`config.mk`:
```
export PLATFORM = sky130hd
export DESIGN_NAME = multiword_add_sequencer_flat
export DESIGN_NICKNAME = d
export VERILOG_FILES = /design/src/rtl/multiword_add_sequencer_if.sv /design/src/rtl/multiword_add_sequencer.sv /design/src/flat_wrapper.sv
export SDC_FILE = /design/constraint.sdc
export NUM_CORES = 1
export LEC_CHECK = 0
export CORE_MARGIN = 1.5
export CORE_UTILIZATION = 40
export CTS_CLUSTER_SIZE = 30
export DETAILED_ROUTE_END_ITERATION = 10
export GPL_TIMING_DRIVEN = 0
export PLACE_DENSITY = 0.7
export SLEW_MARGIN = 25
export SYNTH_ARGS = -nofsm -noshare
export SYNTH_HDL_FRONTEND = slang
export SYNTH_SLANG_ARGS = --single-unit
```
`constraint.sdc`:
```
create_clock -name clk -period 30.9 [get_ports clk]
set_input_delay 3.09 -clock clk [delete_from_list [all_inputs] [get_ports clk]]
set_output_delay 3.09 -clock clk [all_outputs]
set_load 0.05 [all_outputs]
```
`src/rtl/multiword_add_sequencer_if.sv`:
```
// multiword_add_sequencer_if: operand, adder-slice and result handshake bundle
interface multiword_add_sequencer_if #(
  parameter int WORD_WIDTH = 32,
  parameter int NUM_WORDS  = 4
);
  localparam int TOTAL_WIDTH = WORD_WIDTH * NUM_WORDS;
  logic                   in_valid;
  logic                   in_ready;
  logic [TOTAL_WIDTH-1:0] op_a;
  logic [TOTAL_WIDTH-1:0] op_b;
  logic                   op_sub;
  logic [WORD_WIDTH-1:0]  add_a;
  logic [WORD_WIDTH-1:0]  add_b;
  logic                   add_cin;
  logic [WORD_WIDTH-1:0]  add_result;
  logic                   add_cout;
  logic                   add_ovf;
  logic                   out_valid;
  logic                   out_ready;
  logic [TOTAL_WIDTH-1:0] sum;
  logic                   carry_out;
  logic                   overflow;
  modport slave (
    input  in_valid, op_a, op_b, op_sub, add_result, add_cout, add_ovf, out_ready,
    output in_ready, add_a, add_b, add_cin, out_valid, sum, carry_out, overflow
  );
  modport master (
    output in_valid, op_a, op_b, op_sub, add_result, add_cout, add_ovf, out_ready,
    input  in_ready, add_a, add_b, add_cin, out_valid, sum, carry_out, overflow
  );
endinterface

```
`src/rtl/multiword_add_sequencer.sv`:
```
// multiword_add_sequencer: wide add/subtract streamed word by word through one narrow adder
module multiword_add_sequencer #(
  parameter int WORD_WIDTH = 32,
  parameter int NUM_WORDS  = 4
) (
  input logic clk,
  input logic rst,
  multiword_add_sequencer_if.slave bus
);
  localparam int TOTAL_WIDTH = WORD_WIDTH * NUM_WORDS;
  localparam int IW = NUM_WORDS > 1 ? $clog2(NUM_WORDS) : 1;
  localparam logic [1:0] IDLE = 2'd0;
  localparam logic [1:0] RUN  = 2'd1;
  localparam logic [1:0] DONE = 2'd2;
  logic [1:0]             state;
  logic [TOTAL_WIDTH-1:0] a_q;
  logic [TOTAL_WIDTH-1:0] b_q;
  logic [TOTAL_WIDTH-1:0] sum_q;
  logic                   c_q;
  logic                   cout_q;
  logic                   ovf_q;
  logic [IW-1:0]          idx;
  logic                   running;
  logic                   last;
  assign running       = state == RUN;
  assign last          = idx == IW'(NUM_WORDS - 1);
  assign bus.in_ready  = state == IDLE && !rst;
  assign bus.out_valid = state == DONE;
  assign bus.add_a     = running ? a_q[idx*WORD_WIDTH +: WORD_WIDTH] : '0;
  assign bus.add_b     = running ? b_q[idx*WORD_WIDTH +: WORD_WIDTH] : '0;
  assign bus.add_cin   = running ? c_q : 1'b0;
  assign bus.sum       = sum_q;
  assign bus.carry_out = cout_q;
  assign bus.overflow  = ovf_q;
  // Capture operands (B pre-inverted for subtract), walk the slices LSW first, then hold the result until taken
  always_ff @(posedge clk or posedge rst)
    if (rst) begin
      state  <= IDLE;
      a_q    <= '0;
      b_q    <= '0;
      sum_q  <= '0;
      c_q    <= 1'b0;
      cout_q <= 1'b0;
      ovf_q  <= 1'b0;
      idx    <= '0;
    end else if (state == IDLE) begin
      if (bus.in_valid) begin
        a_q   <= bus.op_a;
        b_q   <= bus.op_sub ? ~bus.op_b : bus.op_b;
        c_q   <= bus.op_sub;
        idx   <= '0;
        state <= RUN;
      end
    end else if (state == RUN) begin
      sum_q[idx*WORD_WIDTH +: WORD_WIDTH] <= bus.add_result;
      c_q <= bus.add_cout;
      if (last) begin
        cout_q <= bus.add_cout;
        ovf_q  <= bus.add_ovf;
        state  <= DONE;
      end else
        idx <= idx + 1'b1;
    end else if (bus.out_ready)
      state <= IDLE;
endmodule

```
`src/flat_wrapper.sv`:
```
// flat-port wrapper written by rule: the top's interface ports become plain ports
module multiword_add_sequencer_flat 
#(
  parameter int WORD_WIDTH = 32,
  parameter int NUM_WORDS  = 4
)
  (clk, rst, bus_in_valid, bus_op_a, bus_op_b, bus_op_sub, bus_add_result, bus_add_cout, bus_add_ovf, bus_out_ready, bus_in_ready, bus_add_a, bus_add_b, bus_add_cin, bus_out_valid, bus_sum, bus_carry_out, bus_overflow);
  multiword_add_sequencer_if #(.WORD_WIDTH(WORD_WIDTH), .NUM_WORDS(NUM_WORDS)) bus_i ();
  input logic clk;
  input logic rst;
  input wire logic [$bits(bus_i.in_valid)-1:0] bus_in_valid;
  input wire logic [$bits(bus_i.op_a)-1:0] bus_op_a;
  input wire logic [$bits(bus_i.op_b)-1:0] bus_op_b;
  input wire logic [$bits(bus_i.op_sub)-1:0] bus_op_sub;
  input wire logic [$bits(bus_i.add_result)-1:0] bus_add_result;
  input wire logic [$bits(bus_i.add_cout)-1:0] bus_add_cout;
  input wire logic [$bits(bus_i.add_ovf)-1:0] bus_add_ovf;
  input wire logic [$bits(bus_i.out_ready)-1:0] bus_out_ready;
  output wire logic [$bits(bus_i.in_ready)-1:0] bus_in_ready;
  output wire logic [$bits(bus_i.add_a)-1:0] bus_add_a;
  output wire logic [$bits(bus_i.add_b)-1:0] bus_add_b;
  output wire logic [$bits(bus_i.add_cin)-1:0] bus_add_cin;
  output wire logic [$bits(bus_i.out_valid)-1:0] bus_out_valid;
  output wire logic [$bits(bus_i.sum)-1:0] bus_sum;
  output wire logic [$bits(bus_i.carry_out)-1:0] bus_carry_out;
  output wire logic [$bits(bus_i.overflow)-1:0] bus_overflow;
  assign bus_i.in_valid = bus_in_valid;
  assign bus_i.op_a = bus_op_a;
  assign bus_i.op_b = bus_op_b;
  assign bus_i.op_sub = bus_op_sub;
  assign bus_i.add_result = bus_add_result;
  assign bus_i.add_cout = bus_add_cout;
  assign bus_i.add_ovf = bus_add_ovf;
  assign bus_i.out_ready = bus_out_ready;
  assign bus_in_ready = bus_i.in_ready;
  assign bus_add_a = bus_i.add_a;
  assign bus_add_b = bus_i.add_b;
  assign bus_add_cin = bus_i.add_cin;
  assign bus_out_valid = bus_i.out_valid;
  assign bus_sum = bus_i.sum;
  assign bus_carry_out = bus_i.carry_out;
  assign bus_overflow = bus_i.overflow;
  multiword_add_sequencer #(.WORD_WIDTH(WORD_WIDTH), .NUM_WORDS(NUM_WORDS)) u_core (.clk(clk), .rst(rst), .bus(bus_i));
endmodule
```
### Yosys cells after proc, flatten, opt, wreduce, memory -nomap -nowiden

Cells that the tools add are included.

* logic and storage cells: 50
* ROM bits: 0
* input bits: 295
* output and inout port bits: 197
* memory bits (writable): 0
* register bits: 391
* latch bits: 0
* memories: 0

* $add $sub $neg: 2
* bitwise logic cells: 2
* multipliers: 0
* div/mod/pow operators: 0
* reduce and logical (&&, ||, !) cells: 11
* equality and inequality tests: 6
* muxes and demuxes: 17
* $lt $le $gt $ge: 0
* shift operators: 4

Operators by type and width (count)
* variable part select 128 x 8 -> 32 bit: 2
* bitwise mux 128 bit: 1
* 2-to-1 mux 128 bit: 1
* NOT 128 bit: 1
* variable shift 32 x 34 -> 128 bit, first input constant: 1
* variable part select 32 x 34 -> 128 bit: 1
* 2-to-1 mux 32 bit: 2
* negator 7 -> 34 bit: 1
* 2-to-1 mux 2 bit: 9
* AND reduction 3 bit: 3
* AND reduction 2 bit: 3
* equality test 2 bit, second input constant: 2
* 2-to-1 mux 1 bit: 4
* != test 2 bit, second input constant: 2
* != test 3 bit, second input constant: 1
* nonzero test 3 bit: 1
* adder 2 x 1 -> 2 bit, second input constant: 1
* equality test 2 x 1 -> 1 bit, second input constant: 1
* zero test 2 bit: 1
* nonzero test 2 bit: 1
* logical AND 1 bit: 1
* zero test 1 bit: 1
* NOT 1 bit: 1

### Longest topological paths before layout

* depth after elaboration: 4
* mapped depth: 8
* gate-level depth less buffers: 5

### Worst setup path before layout

Ideal clock, no wire load.

* kind: input to output
* from: input rst
* to: output bus_in_ready
* arrival time: 4.135 ns
* path buffers: 0
* setup slack: 23.675 ns
* cell stages on the path: 1
* path through: nor3_1

* longest elaborated chain between the ends: 2

RTL lines
* start: declaration: line flat_wrapper.sv:10 `input logic rst;`
* zero test 1 bit: line multiword_add_sequencer.sv:27 `assign bus.in_ready = state == IDLE && !rst;`
* logical AND 1 bit: line multiword_add_sequencer.sv:27
* end: declaration: line flat_wrapper.sv:19 `output wire logic [$bits(bus_i.in_ready)-1:0] bus_in_ready;`

No other way between the ends.

### Worst setup path after layout

Ends and elaborated chain as after synthesis.

==> run summary <==
The later pin in the worst-skew pair is clocked with a latency of 0.58 ns. The layout cell share with drive strength beyond 1 is 0.102. The number of nets in the finished design came out at 2415.

The finished cells cover 24800 µm². For the required time reported for the critical path endpoint, the log shows 27.81 ns. The cell area reported after detailed placement was 23300 µm². Portion of the clock cycle consumed by the worst path in the final layout: 0.250. Number of I/O pins: 492. The tools report the fraction of the yosys area taken by sequential cells as 0.557. Category of the critical setup timing path: primary input to output pin. The number of different library cells used by synthesis comes to 32. The logs give 0.405 for the headroom to the max-slew limit and 76 for the site row count.

When the netlist entered floorplanning its net count stood at 1877. The floorplan step set the die width to 212 µm. The tools report the peak clock frequency supported by timing as 129 MHz.

Counting the buffers created by CTS gives 42. The data arrival time at the worst-slack endpoint is 4.65 ns. After synthesis, the cell types taking the most area are dfrtp_1 56%, nand2_1 11%, mux4_2 8.2%, a22o_1 6.4%, xnor2_1 6.4%. The part of the power in the clock network was 0.182; the number of synthesis warnings was 0.

The max-slew violation count was 0. The run finished with clean final reports. The total iterations of the first detailed-routing run was 5; the met3 usage in global routing was 0.0575.

CTS saw 391 sinks. Type of destination of the critical path: an output pin. For the pin with the worst max-slew slack, the measured transition is 0.893 ns. The fraction of registers with async set or reset after synthesis is 1.00, and the number of max-cap violations is 0. The number of port buffers was 490.

Net switching power of the design: 1.28 mW. Mean instance size in the synthesized netlist: 11.1 µm². Most instantiated flip-flop cell in the synthesis netlist: dfrtp_1.

The worst hold-check path type was register to register. The post-cts gate resize count is 0. The final instance count without filler cells is 2744, and the final RePlAce weighted congestion is 0.854.

The buffers inserted during post-CTS setup optimization was 0. After detailed routing, the total wire length is 57400 µm. For this design the static power due to leakage is 11.1 nW.

The share of power burned in registers is 0.299, and the number of global-route vias before repair is 14811. The logs give 0.254 for the combined global-route utilization of all metal layers and 0 ns for the setup TNS. The H-tree generated during clock tree synthesis spans 2 levels.

The DRC violation total after the first TritonRoute iteration came out at 1026. The synthesized netlist occupies a cell area of 17600 µm². The hold buffer count at CTS came out at 0. Switching part of the total power: 0.436.

Cell internal power was estimated by the tool at 1.65 mW. The met1 track utilization from global routing is 0.321, and the register bit count reported by yosys is 391. The logs give 0.422 for the met2 usage and 0 for the hold violation total from the final report. The layer carrying the most global-route usage was met2. TritonCTS built the clock tree. Setup violations remaining at the end of the flow were counted as 0. The commonest cells after synthesis are 517 x nand2_1, 391 x dfrtp_1, 129 x a22o_1, 128 x xnor2_1, 121 x o21ai_1.

The power density relative to cell area is 118 nW/µm². For the maximum vdd ir drop, the log shows 0.0617 mV. In the routed layout, each cell is associated on average with a via count of 5.16.

The tree is rooted in a clkbuf_16. Between clock sinks in the finished design, the worst skew comes to 0.0176 ns. The vertical extent of the die was 212 µm.

STA classifies the critical path startpoint as a primary input. The logs give 0 for the total grt overflow and 0 for the residual DRC count. Most repeated cell in the gate-level netlist after synthesis: nand2_1. The first-pass GRT wire length is 86700 µm.

For the area of the die, the log shows 45100 µm². Share of Yosys cell area claimed by the top area cell type: 0.557. The core region area came out at 43200 µm².

Counting tap cells, the placed design contains a total of 2656 instances. Setup repair after global routing left no endpoint under its margin. The sequential standard cell area came out at 9780 µm².

The synthesized design spends more area on one cell type than any other, namely dfrtp_1. In this run the worst path has a maximum fanout of 2. The area growth from synthesis to layout is 41.3%. For the via total after detailed routing, the log shows 14150. The combined area of the multi-input logic cells came out at 6990 µm². The fill cell instance count of the final layout was 3692; the final critical-path required period was 7.74 ns.

The clock-pin slew on the worst setup and hold paths is 0.06 ns. Half-perimeter wire length after detailed placement: 42900 µm. The cell count after synthesis was 1577; the buffer levels on the longest clock path was 3. The tools report the initial antenna violation count as 11.

In this run, synthesis inferred 0 flip-flops with an integrated enable. Entering global routing, the biggest net connects 104 pins. The logs give 0 for the post-route antenna net violation count and 0.407 for the effective utilization at floorplan. The part of the power in combinational logic is 0.519, and the detail-routed net length per standard cell is 20.9 µm.
==> per-stage QoR <==
stage	utilization	power (mW)	setup WS (ns)	hold slack, ns
6_report	0.574	2.93	23.16	0.471
5_1_grt	0.574	3.07	23.15	0.488
4_1_cts	0.574	2.94	23.17	0.473
3_5_place_dp	0.540	2.40	23.17	0.458
3_3_place_gp	0.537	2.37	12.50	0.454
2_1_floorplan	-	1.87	16.94	0.440
==> cells in the final DEF (no fill, tap or decap), drive strengths merged, types with 3 or more instances in the layout <==
cell	netlist	layout
clkbuf	45	107
diode	0	13
mux4	64	64
buf	75	79
o21ai	130	130
a22o	129	129
mux2	3	3
inv	4	4
and2	65	65
ha	5	5
dfrtp	391	391
nor2	4	4
clkinv	0	6
bufinv	0	5
xnor2	128	128
nand2	517	517
clkdlybuf4s50	0	490
nor4b	3	3
==> final cells by class <==
class,count,area share
sequential,391,0.395
tap,585,0.0295
timing repair buffer,494,0.202
inverter,4,0.000908
antenna,13,0.00131
clock buffer,62,0.0508
multi-input combinational,1062,0.282
clock inverter,13,0.00787
buffer,120,0.0309
==> path summary, 6_finish.rpt <==
path	from	to	slack, ns	cells past startpoint
setup / recovery	rst	bus_in_ready	23.16	3
min in group asynchronous	rst	u_core.bus.sum[63]$_DFFE_PP0P_	2.97	2
max in group asynchronous	rst	u_core.a_q[102]$_DFFE_PP0P_	26.73	4
hold reg to reg	u_core.a_q[70]$_DFFE_PP0P_	u_core.a_q[70]$_DFFE_PP0P_	0.47	2
setup reg to reg	u_core.idx[1]$_DFFE_PP0P_	u_core.bus.sum[83]$_DFFE_PP0P_	27.40	8
hold / removal	u_core.a_q[70]$_DFFE_PP0P_	u_core.a_q[70]$_DFFE_PP0P_	0.47	2
==> power groups by stage <==
stage / clock network (mW) / logic (mW) / registers [mW]
after floorplan: 0 / 0.797 / 1.07
after global placement: 0 / 1.50 / 0.868
after detailed placement: 0 / 1.52 / 0.879
after CTS: 0.542 / 1.53 / 0.872
after global routing: 0.562 / 1.61 / 0.898
final: 0.534 / 1.52 / 0.875
==> flip-flops by register name, indices dropped and copies added, names as in the netlist <==
| register | flops |
|---|---|
| u_core.idx | 2 |
| u_core.bus.sum | 128 |
| u_core.state | 2 |
| u_core.bus.overflow | 1 |
| u_core.c_q | 1 |
| u_core.bus.carry_out | 1 |
| u_core.a_q | 128 |
| u_core.b_q | 128 |
==> worst max-delay path, stage by stage <==
cell             delay [ns]
clkdlybuf4s50_1        0.52
nor3_1                 0.17
clkdlybuf4s50_1        0.86
==> layer usage <==
metal,up-vias,part of all wire
li1,6404,-
met1,7087,0.41
met2,555,0.49
met3,104,0.068
met4,0,0.032
met5,-,0
==> cells by family (layout without fill, tap and decap cells) <==
logic type / Yosys count / count (layout) / synth area share
adder cells (fa/ha/maj): 5 / 5 / 0.00356
AND/OR/NAND/NOR: 600 / 600 / 0.144
XOR/XNOR: 128 / 128 / 0.0639
AO/OA/AOI/OAI: 261 / 261 / 0.102
flip-flops: 391 / 391 / 0.557
other: 0 / 13 / 0
multiplexers: 68 / 68 / 0.0846
buffers and inverters: 124 / 693 / 0.0446
Note: power is estimated with default switching activity, not from simulation.
